File: config.mk
export PLATFORM = sky130hd
export DESIGN_NAME = pc_sequencer
export DESIGN_NICKNAME = d
export VERILOG_FILES = /design/src/rtl/pc_sequencer_pkg.sv /design/src/rtl/pc_sequencer_pc_next.sv /design/src/rtl/pc_sequencer.sv
export SDC_FILE = /design/constraint.sdc
export NUM_CORES = 1
export LEC_CHECK = 0
export ABC_CLOCK_PERIOD_IN_PS = 6180
export CORE_AREA = 2 2 170 172
export CTS_CLUSTER_SIZE = 25
export DETAILED_ROUTE_END_ITERATION = 8
export DIE_AREA = 0 0 172 174
export PLACE_DENSITY = 0.75
export SLEW_MARGIN = 30
export SYNTH_ARGS = -nofsm -noshare
export SYNTH_HDL_FRONTEND = slang
export SYNTH_SLANG_ARGS = --single-unit
File: constraint.sdc
create_clock -name clock -period 6.18 [get_ports clock]
set_clock_uncertainty 0.2 [all_clocks]
set_input_delay 0.618 -clock clock [delete_from_list [all_inputs] [get_ports clock]]
set_output_delay 0.618 -clock clock [all_outputs]
set_load 0.01 [all_outputs]
File: src/rtl/pc_sequencer_pkg.sv
// ----------------------------------------------------------------------------
// pc_sequencer_pkg
//   Shared definitions for the PC sequencer:
//   - bit positions of the 31-bit decoder control word
//   - a packed struct view of the control word
//   - Psel (PC-update select) encodings
//   - sequencer state encodings
//   - bit indices of the 5-bit status vector returned to the decoders
// ----------------------------------------------------------------------------
package pc_sequencer_pkg;

   // Control word field positions
   localparam int CW_WIDTH     = 31;
   localparam int CW_PSEL_MSB  = 30;
   localparam int CW_PSEL_LSB  = 29;
   localparam int CW_DA_MSB    = 28;
   localparam int CW_DA_LSB    = 24;
   localparam int CW_SA_MSB    = 23;
   localparam int CW_SA_LSB    = 19;
   localparam int CW_SB_MSB    = 18;
   localparam int CW_SB_LSB    = 14;
   localparam int CW_FSEL_MSB  = 13;
   localparam int CW_FSEL_LSB  = 9;
   localparam int CW_REGW      = 8;
   localparam int CW_RAMW      = 7;
   localparam int CW_EN_MEM    = 6;
   localparam int CW_EN_ALU    = 5;
   localparam int CW_EN_B      = 4;
   localparam int CW_EN_PC     = 3;
   localparam int CW_BSEL      = 2;
   localparam int CW_PCSEL     = 1;
   localparam int CW_SL        = 0;

   // PC update selection
   typedef enum logic [1:0] {
      PSEL_HOLD   = 2'b00,  // pc holds
      PSEL_INC    = 2'b01,  // pc + 4
      PSEL_LOAD   = 2'b10,  // pc = operand
      PSEL_BRANCH = 2'b11   // pc + 4 + (operand << 2)
   } psel_e;

   // Sequencer state; any non-fetch state is an execute step
   typedef enum logic [1:0] {
      ST_FETCH = 2'b00,
      ST_EX1   = 2'b01,
      ST_EX2   = 2'b10,
      ST_EX3   = 2'b11
   } state_e;

   // Packed view of the control word, MSB first, matching the positions above
   typedef struct packed {
      psel_e      psel;
      logic [4:0] da;
      logic [4:0] sa;
      logic [4:0] sb;
      logic [4:0] fsel;
      logic       reg_w;
      logic       ram_w;
      logic       en_mem;
      logic       en_alu;
      logic       en_b;
      logic       en_pc;
      logic       b_sel;
      logic       pc_sel;
      logic       sl;
   } ctrl_word_t;

   // Status vector bit indices: {V,C,Z,N latched, zi live}
   localparam int ST_BIT_V  = 4;
   localparam int ST_BIT_C  = 3;
   localparam int ST_BIT_Z  = 2;
   localparam int ST_BIT_N  = 1;
   localparam int ST_BIT_ZI = 0;

   // True for any execute step
   function automatic logic is_execute(input state_e s);
      return s != ST_FETCH;
   endfunction

endpackage

File: src/rtl/pc_sequencer_pc_next.sv
// ----------------------------------------------------------------------------
// pc_next
//   Combinational next-PC selection for one execute cycle.
//   All arithmetic is 64-bit and wraps modulo 2^64.
// Ports:
//   pc       in  64  current PC
//   operand  in  64  selected operand (K or bus value)
//   psel     in   2  PC update select
//   next_pc  out 64  PC value to load at the end of the execute cycle
// ----------------------------------------------------------------------------
module pc_next
   import pc_sequencer_pkg::*;
(
   input  logic [63:0] pc,
   input  logic [63:0] operand,
   input  psel_e       psel,
   output logic [63:0] next_pc
);

   logic [63:0] pc_plus4;

   assign pc_plus4 = pc + 64'd4;

   // NOTE: assigning a default before the case guarantees every path writes
   // next_pc, so no latch can be inferred even if an encoding is added later.
   always_comb begin
      next_pc = pc;
      unique case (psel)
         PSEL_HOLD:   next_pc = pc;
         PSEL_INC:    next_pc = pc_plus4;
         PSEL_LOAD:   next_pc = operand;
         PSEL_BRANCH: next_pc = pc_plus4 + (operand << 2);
         default:     next_pc = pc;
      endcase
   end

endmodule

File: src/rtl/pc_sequencer.sv
// ----------------------------------------------------------------------------
// pc_sequencer
//   Sequencing back end of a multi-cycle LEGv8-style core. Owns the PC,
//   instruction register, 2-bit state register and latched ALU flags.
//   FETCH issues imem_req until imem_ack, then captures the instruction.
//   Each EXECUTE cycle applies the decoder's PC-update and flag-latch fields
//   and moves to the decoder-requested next state.
// Ports:
//   clock        in   1   system clock, rising edge
//   reset        in   1   synchronous, active-high
//   controlword  in  31   decoder control word
//   nextState    in   2   decoder-requested next state
//   K            in  64   decoder constant
//   bus_in       in  64   datapath bus (register target for PC load)
//   status_alu   in   4   live ALU flags {V,C,Z,N}
//   zi           in   1   live zero-detect
//   imem_req     out  1   fetch request
//   imem_addr    out 64   fetch address
//   imem_ack     in   1   fetch complete, imem_rdata valid
//   imem_rdata   in  32   fetched instruction
//   instruction  out 32   instruction register
//   state        out  2   current state
//   status       out  5   {V,C,Z,N latched, zi live}
//   pc           out 64   current PC
//   pc_bus       out 64   PC value for the datapath bus
//   pc_bus_en    out  1   drive pc_bus onto the bus
// ----------------------------------------------------------------------------
module pc_sequencer
   import pc_sequencer_pkg::*;
#(
   parameter logic [63:0] PC_RESET = 64'h0
)(
   input  logic        clock,
   input  logic        reset,
   input  logic [30:0] controlword,
   input  logic [1:0]  nextState,
   input  logic [63:0] K,
   input  logic [63:0] bus_in,
   input  logic [3:0]  status_alu,
   input  logic        zi,
   output logic        imem_req,
   output logic [63:0] imem_addr,
   input  logic        imem_ack,
   input  logic [31:0] imem_rdata,
   output logic [31:0] instruction,
   output logic [1:0]  state,
   output logic [4:0]  status,
   output logic [63:0] pc,
   output logic [63:0] pc_bus,
   output logic        pc_bus_en
);

   ctrl_word_t  cw;
   state_e      state_q, state_d;
   logic [63:0] pc_q, pc_d;
   logic [31:0] ir_q, ir_d;
   logic [3:0]  flags_q, flags_d;
   logic [63:0] operand;
   logic [63:0] pc_candidate;
   logic        in_execute;

   assign cw         = ctrl_word_t'(controlword);
   assign in_execute = is_execute(state_q);
   assign operand    = cw.pc_sel ? K : bus_in;

   pc_next u_pc_next (
      .pc      (pc_q),
      .operand (operand),
      .psel    (cw.psel),
      .next_pc (pc_candidate)
   );

   // Next-state / next-value logic; everything holds unless a state says
   // otherwise. Control word and nextState only matter while executing.
   always_comb begin
      state_d = state_q;
      pc_d    = pc_q;
      ir_d    = ir_q;
      flags_d = flags_q;
      if (!in_execute) begin
         if (imem_ack) begin
            ir_d    = imem_rdata;
            state_d = ST_EX1;
         end
      end else begin
         state_d = state_e'(nextState);
         pc_d    = pc_candidate;
         if (cw.sl) begin
            flags_d = status_alu;
         end
      end
   end

   // NOTE: sequential state uses non-blocking assignments so every register
   // samples the pre-edge values, independent of statement order.
   always_ff @(posedge clock) begin
      if (reset) begin
         state_q <= ST_FETCH;
         pc_q    <= PC_RESET;
         ir_q    <= '0;
         flags_q <= '0;
      end else begin
         state_q <= state_d;
         pc_q    <= pc_d;
         ir_q    <= ir_d;
         flags_q <= flags_d;
      end
   end

   // Request and bus enable are gated by reset so nothing is issued while
   // the sequencer is being cleared.
   assign imem_req    = !in_execute && !reset;
   assign imem_addr   = pc_q;
   assign pc_bus_en   = cw.en_pc && in_execute && !reset;
   assign pc_bus      = pc_q;
   assign pc          = pc_q;
   assign instruction = ir_q;
   assign state       = state_q;
   assign status      = {flags_q, zi};

   // Fields consumed by other datapath blocks, not by the sequencer
   logic unused_cw_fields;
   assign unused_cw_fields = ^{cw.da, cw.sa, cw.sb, cw.fsel, cw.reg_w, cw.ram_w,
                               cw.en_mem, cw.en_alu, cw.en_b, cw.b_sel};

endmodule

==> results list, run 1 <==
- Outcome: finished, final reports clean
* Register bit total from synthesis: 102
* Worst reg2reg setup slack: around 0.64 ns
* Final routed wirelength across all metal layers: about 44,000 µm
* Length in cells of the worst reg-to-reg path: 20
* Worst max-slew margin expressed relative to the limit: 0.323
- I/O pin count: 434
* Unrepaired setup endpoints after global routing: false
* Number of flops mapped to enable cells by yosys: 0
- At the end of the flow the core is filled with cells to 0.539.
- Most prevalent standard cell on the critical path: a21oi_1
- Floorplan die height: between 150 and 200 µm
- Counting every net in the synthesized netlist gives ~1,900.
* Final ANT Viol Nets: 0
* Proportion of layout cells with a drive suffix above 1: 0.0675
- The share of total power dissipated in combinational logic is 0.484.
- The largest single stage delay on the critical path is 0.55 ns.
- Setup total negative slack on the finished layout was measured at 0 ns.
* Final hold vios: 0
* Reg2reg start: imem_addr[2]$_SDFFE_PP0P_
* Sequential fraction of the synthesis area: 0.177
* Total of hold buffers inserted after clock tree synthesis: 0
- Synthesis produced around 1,600 cells.
- Endpoint of the lowest-slack register-to-register path: imem_addr[63]$_SDFFE_PP0P_
- Residual DRC count: 0
* Async set-reset flop share out of synthesis: 0
- Clock root buffer: clkbuf_16
- In the synthesized netlist the dominant register cell turns out to be dfxtp_1.
- Slew at the pin with the worst max-slew slack: between 1 and 1.5 ns
* Insertion delay of the later-clocked pin in the worst-skew pair: 0.37 ns
* Worst hold-check path type: flop to flop
- The analysis attributes to net switching a power of 1.11 mW.
* Detail Placement HPWL: between 30,000 and 40,000 µm
* Final cycle utilization of the critical path: 0.897
- After clock tree synthesis, the clock-pin slew on the worst setup and hold paths is about 0.090 ns.
- Fmax achieved: 180 MHz
* Max-capacitance violation count: 0
* Post-Syn Area: between 10,000 and 15,000 µm²
- For this block, the initial DRC count from the detailed router was 1,045.
* Peak supply drop: ~0.13 mV
- The internal power of the cells totals between 1.5 and 2 mW.
- CP endpoint kind: flop
- Arrival time of the worst setup path: between 5 and 6 ns
- Using the TritonRoute via totals, the vias-per-cell ratio works out to slightly below 6.
- Critical setup path kind: flop to flop
* Clock tree from TritonCTS: built
- End point of the critical path: imem_addr[63]$_SDFFE_PP0P_
* Number of buffers added for setup after CTS: 0
- Diodes inserted: 0
* Startpoint of the most critical setup path: imem_addr[2]$_SDFFE_PP0P_
- Inserted Clock Buffers: 9
* Overall fraction of global-route tracks in use: 0.283
- Starting density of the core: 0.409
- The clock period could shrink to about 5.5 ns.
* Count of instances resized after the clock tree is built: 0
- For this design the static power due to leakage is about 5.9 nW.
* H-tree levels: 3
- The first global-routing pass estimated roughly 67,000 µm of wire.
- The initial antenna violation count came to 0.
- Signed area change from the synthesized netlist to the final layout: 31.9%
- The slowest stage of the critical path is the dfxtp_1 cell.
- After detailed routing, the average wire length per cell comes to approximately 20 µm.
- Clock share of power: 0.223
- Routability-driven placement finished with a final weighted congestion of between 0.9 and 1.
* Mean instance size in the synthesized netlist: 7.16 µm²
- In this run the tool buffered the top-level ports with between 400 and 500 buffer cells.
- Number of nets in the finished design: around 2,100
- Critical Path Start Type: flop
- Power density cells: 181 nW/µm²
* Number of warnings printed during yosys synthesis: 0
* Detailed-routing iteration count for the pre-antenna-repair pass: 5
- In this run the deepest clock path goes through 2 buffers.
- Setup violations remaining at the end of the flow were counted as 0.
- The core region is between 20,000 and 30,000 µm².
- The total count of max-transition violations in the final report came to 0.
- The clock drives approximately 100 sinks.
* Die area: 29,900 µm²
- Horizontal extent of the die: about 170 µm
- Detailed routing inserted a total of 12,800 vias.
* Number of global-route vias before repair: between 10,000 and 15,000
* Peak fanout along the critical path: 9
- At the worst endpoint, the required time is around 6.3 ns.
* Number of distinct library cells after synthesis: 76
- The share of total power dissipated in sequential elements is 0.294.
- Largest net degree at the start of global routing: 64
- Of the total power, the share spent switching nets is 0.404.
- The total overflow left after global routing is 0.
* CP Cell Sequence: ha_1 -> and3_1 -> nand3_1 -> buf_4 -> nor2_4 -> nand3_1 -> nor3_1 -> nand2_1 -> xnor2_1 -> ha_1 -> a21oi_1 -> o21ai_0 -> a21o_1 -> a21oi_1 -> o21ai_0 -> a221o_1 -> a21oi_1 -> o41ai_1 -> a21o_1 -> a31oi_1
* Floorplan row count: 62
==> metal layers <==
metal  part of all wire  vias up  global-route usage
li1                   -     6083                   -
met1               0.42     6040               0.377
met2               0.47      638               0.472
met3              0.084       79              0.0389
met4              0.027        0              0.0889
met5                  0        -                   0
==> Yosys cell counts, types with 4 or more instances <==
cell | n | area share
nand2_1 | 214 | 0.070
a21oi_1 | 189 | 0.082
buf_4 | 129 | 0.084
o21ai_0 | 127 | 0.055
nor2_1 | 116 | 0.038
dfxtp_1 | 102 | 0.18
ha_1 | 75 | 0.081
clkbuf_1 | 69 | 0.022
mux2_2 | 61 | 0.060
xnor2_1 | 59 | 0.045
xor2_1 | 49 | 0.037
nand3_1 | 42 | 0.018
inv_1 | 34 | 0.011
a21o_1 | 29 | 0.019
nand4_1 | 26 | 0.014
and3_1 | 25 | 0.014
nor3_1 | 24 | 0.010
a31oi_1 | 20 | 0.011
o211ai_1 | 20 | 0.013
o21bai_1 | 19 | 0.012
a211oi_1 | 18 | 0.012
or3_1 | 9 | 0.0049
mux2i_1 | 8 | 0.0069
and2_1 | 7 | 0.0038
and4_1 | 7 | 0.0053
buf_1 | 7 | 0.0023
buf_2 | 7 | 0.0030
nor4_1 | 7 | 0.0038
nor2b_1 | 6 | 0.0033
o22ai_1 | 6 | 0.0033
o2bb2ai_1 | 6 | 0.0046
o31ai_1 | 6 | 0.0039
a221oi_1 | 5 | 0.0038
nand2b_1 | 5 | 0.0027
o21a_1 | 5 | 0.0033
or2_2 | 5 | 0.0027
nor3b_1 | 4 | 0.0026
o41ai_1 | 4 | 0.0030
==> cell type report <==
type | count | area, µm²
fillers | 2787 | 13000
multi-input cells | 1261 | 8100
repair buffers | 422 | 4170
flip-flops and latches | 102 | 2040
well taps | 384 | 480
clock buffers | 10 | 239
inverters | 36 | 135
clock inverters | 6 | 62.6
==> power by group through the flow <==
| stage | clock network, mW | registers (mW) | logic [mW] |
|---|---|---|---|
| floorplan | 0 | 0.816 | 0.823 |
| global placement | 0 | 0.820 | 1.30 |
| detailed placement | 0 | 0.823 | 1.31 |
| CTS | 0.620 | 0.808 | 1.32 |
| global route | 0.649 | 0.819 | 1.44 |
| finish | 0.612 | 0.808 | 1.33 |
==> stage by stage <==
stage	std cells	worst slack, ns	power (mW)	instance area [µm²]	hold slack [ns]
CTS	2221	0.722	2.75	15200	0.258
global route	2221	0.343	2.91	15200	0.285
global placement	2205	0.908	2.12	14900	0.241
floorplan	1611	1.57	1.64	11500	0.281
finish	2221	0.636	2.75	15200	0.258
detailed placement	2205	0.769	2.13	14900	0.245
==> layout by cell type (no fill, tap or decap), drive strengths merged, types with 18 or more instances in the layout <==
cell / instances
a21o: 29
o21ai: 127
o21bai: 19
a21oi: 189
inv: 38
mux2: 61
buf: 21
nand2: 214
and3: 25
nor2: 117
nand3: 42
clkdlybuf4s50: 401
nand4: 29
ha: 75
a31oi: 20
a211oi: 18
dfxtp: 102
nor3: 24
xnor2: 60
o211ai: 20
xor2: 49
==> cells by family after synthesis <==
group                    synth area share
AO/OA/AOI/OAI                       0.260
XOR/XNOR                           0.0843
multiplexers                       0.0665
buffers and inverters               0.123
adder cells (fa/ha/maj)            0.0830
AND/OR/NAND/NOR                     0.206
flip-flops                          0.177
==> worst max-delay path: cells and delay by family, from the launching register on <==
family	cells	cell delay (ns)
compound gates	10	2.26
xor+xnor	1	0.30
flops	1	0.55
simple gates	6	1.26
fa+ha+maj	2	0.70
buf+inv	1	0.17
==> worst min-delay path by stage <==
| stage | from | end | slack, ns | depth (start not counted) |
|---|---|---|---|---|
| floorplan | flags_q[0]$_SDFFE_PP0P_ | flags_q[0]$_SDFFE_PP0P_ | 0.28 | 2 |
| global placement | instruction[14]$_SDFFE_PP0P_ | instruction[14]$_SDFFE_PP0P_ | 0.24 | 2 |
| detailed placement | instruction[11]$_SDFFE_PP0P_ | instruction[11]$_SDFFE_PP0P_ | 0.25 | 2 |
| CTS | instruction[11]$_SDFFE_PP0P_ | instruction[11]$_SDFFE_PP0P_ | 0.26 | 2 |
| global route | instruction[11]$_SDFFE_PP0P_ | instruction[11]$_SDFFE_PP0P_ | 0.28 | 2 |
| finish | instruction[11]$_SDFFE_PP0P_ | instruction[11]$_SDFFE_PP0P_ | 0.26 | 2 |
==> flip-flops by register name (all words and copies together), names as in the netlist <==
name,flops
flags_q,4
imem_addr,64
instruction,32
state,2
Note: power is estimated with default switching activity, not from simulation.
==> run 2: changes to the inputs <==
--- a/config.mk
+++ b/config.mk
@@ -11,6 +11,7 @@
 export DETAILED_ROUTE_END_ITERATION = 8
 export DIE_AREA = 0 0 172 174
 export PLACE_DENSITY = 0.75
+export SKIP_LAST_GASP = 1
 export SLEW_MARGIN = 30
 export SYNTH_ARGS = -nofsm -noshare
 export SYNTH_HDL_FRONTEND = slang
==> results of run 2 <==
The final DEF is identical to that of run 1; final timing and power are the same.
==> run 3: changes to the inputs <==
--- a/config.mk
+++ b/config.mk
@@ -16,3 +16,4 @@
 export SYNTH_ARGS = -nofsm -noshare
 export SYNTH_HDL_FRONTEND = slang
 export SYNTH_SLANG_ARGS = --single-unit
+export TNS_END_PERCENT = 100
==> results of run 3 <==
The final DEF is identical to that of run 1; final timing and power are the same.
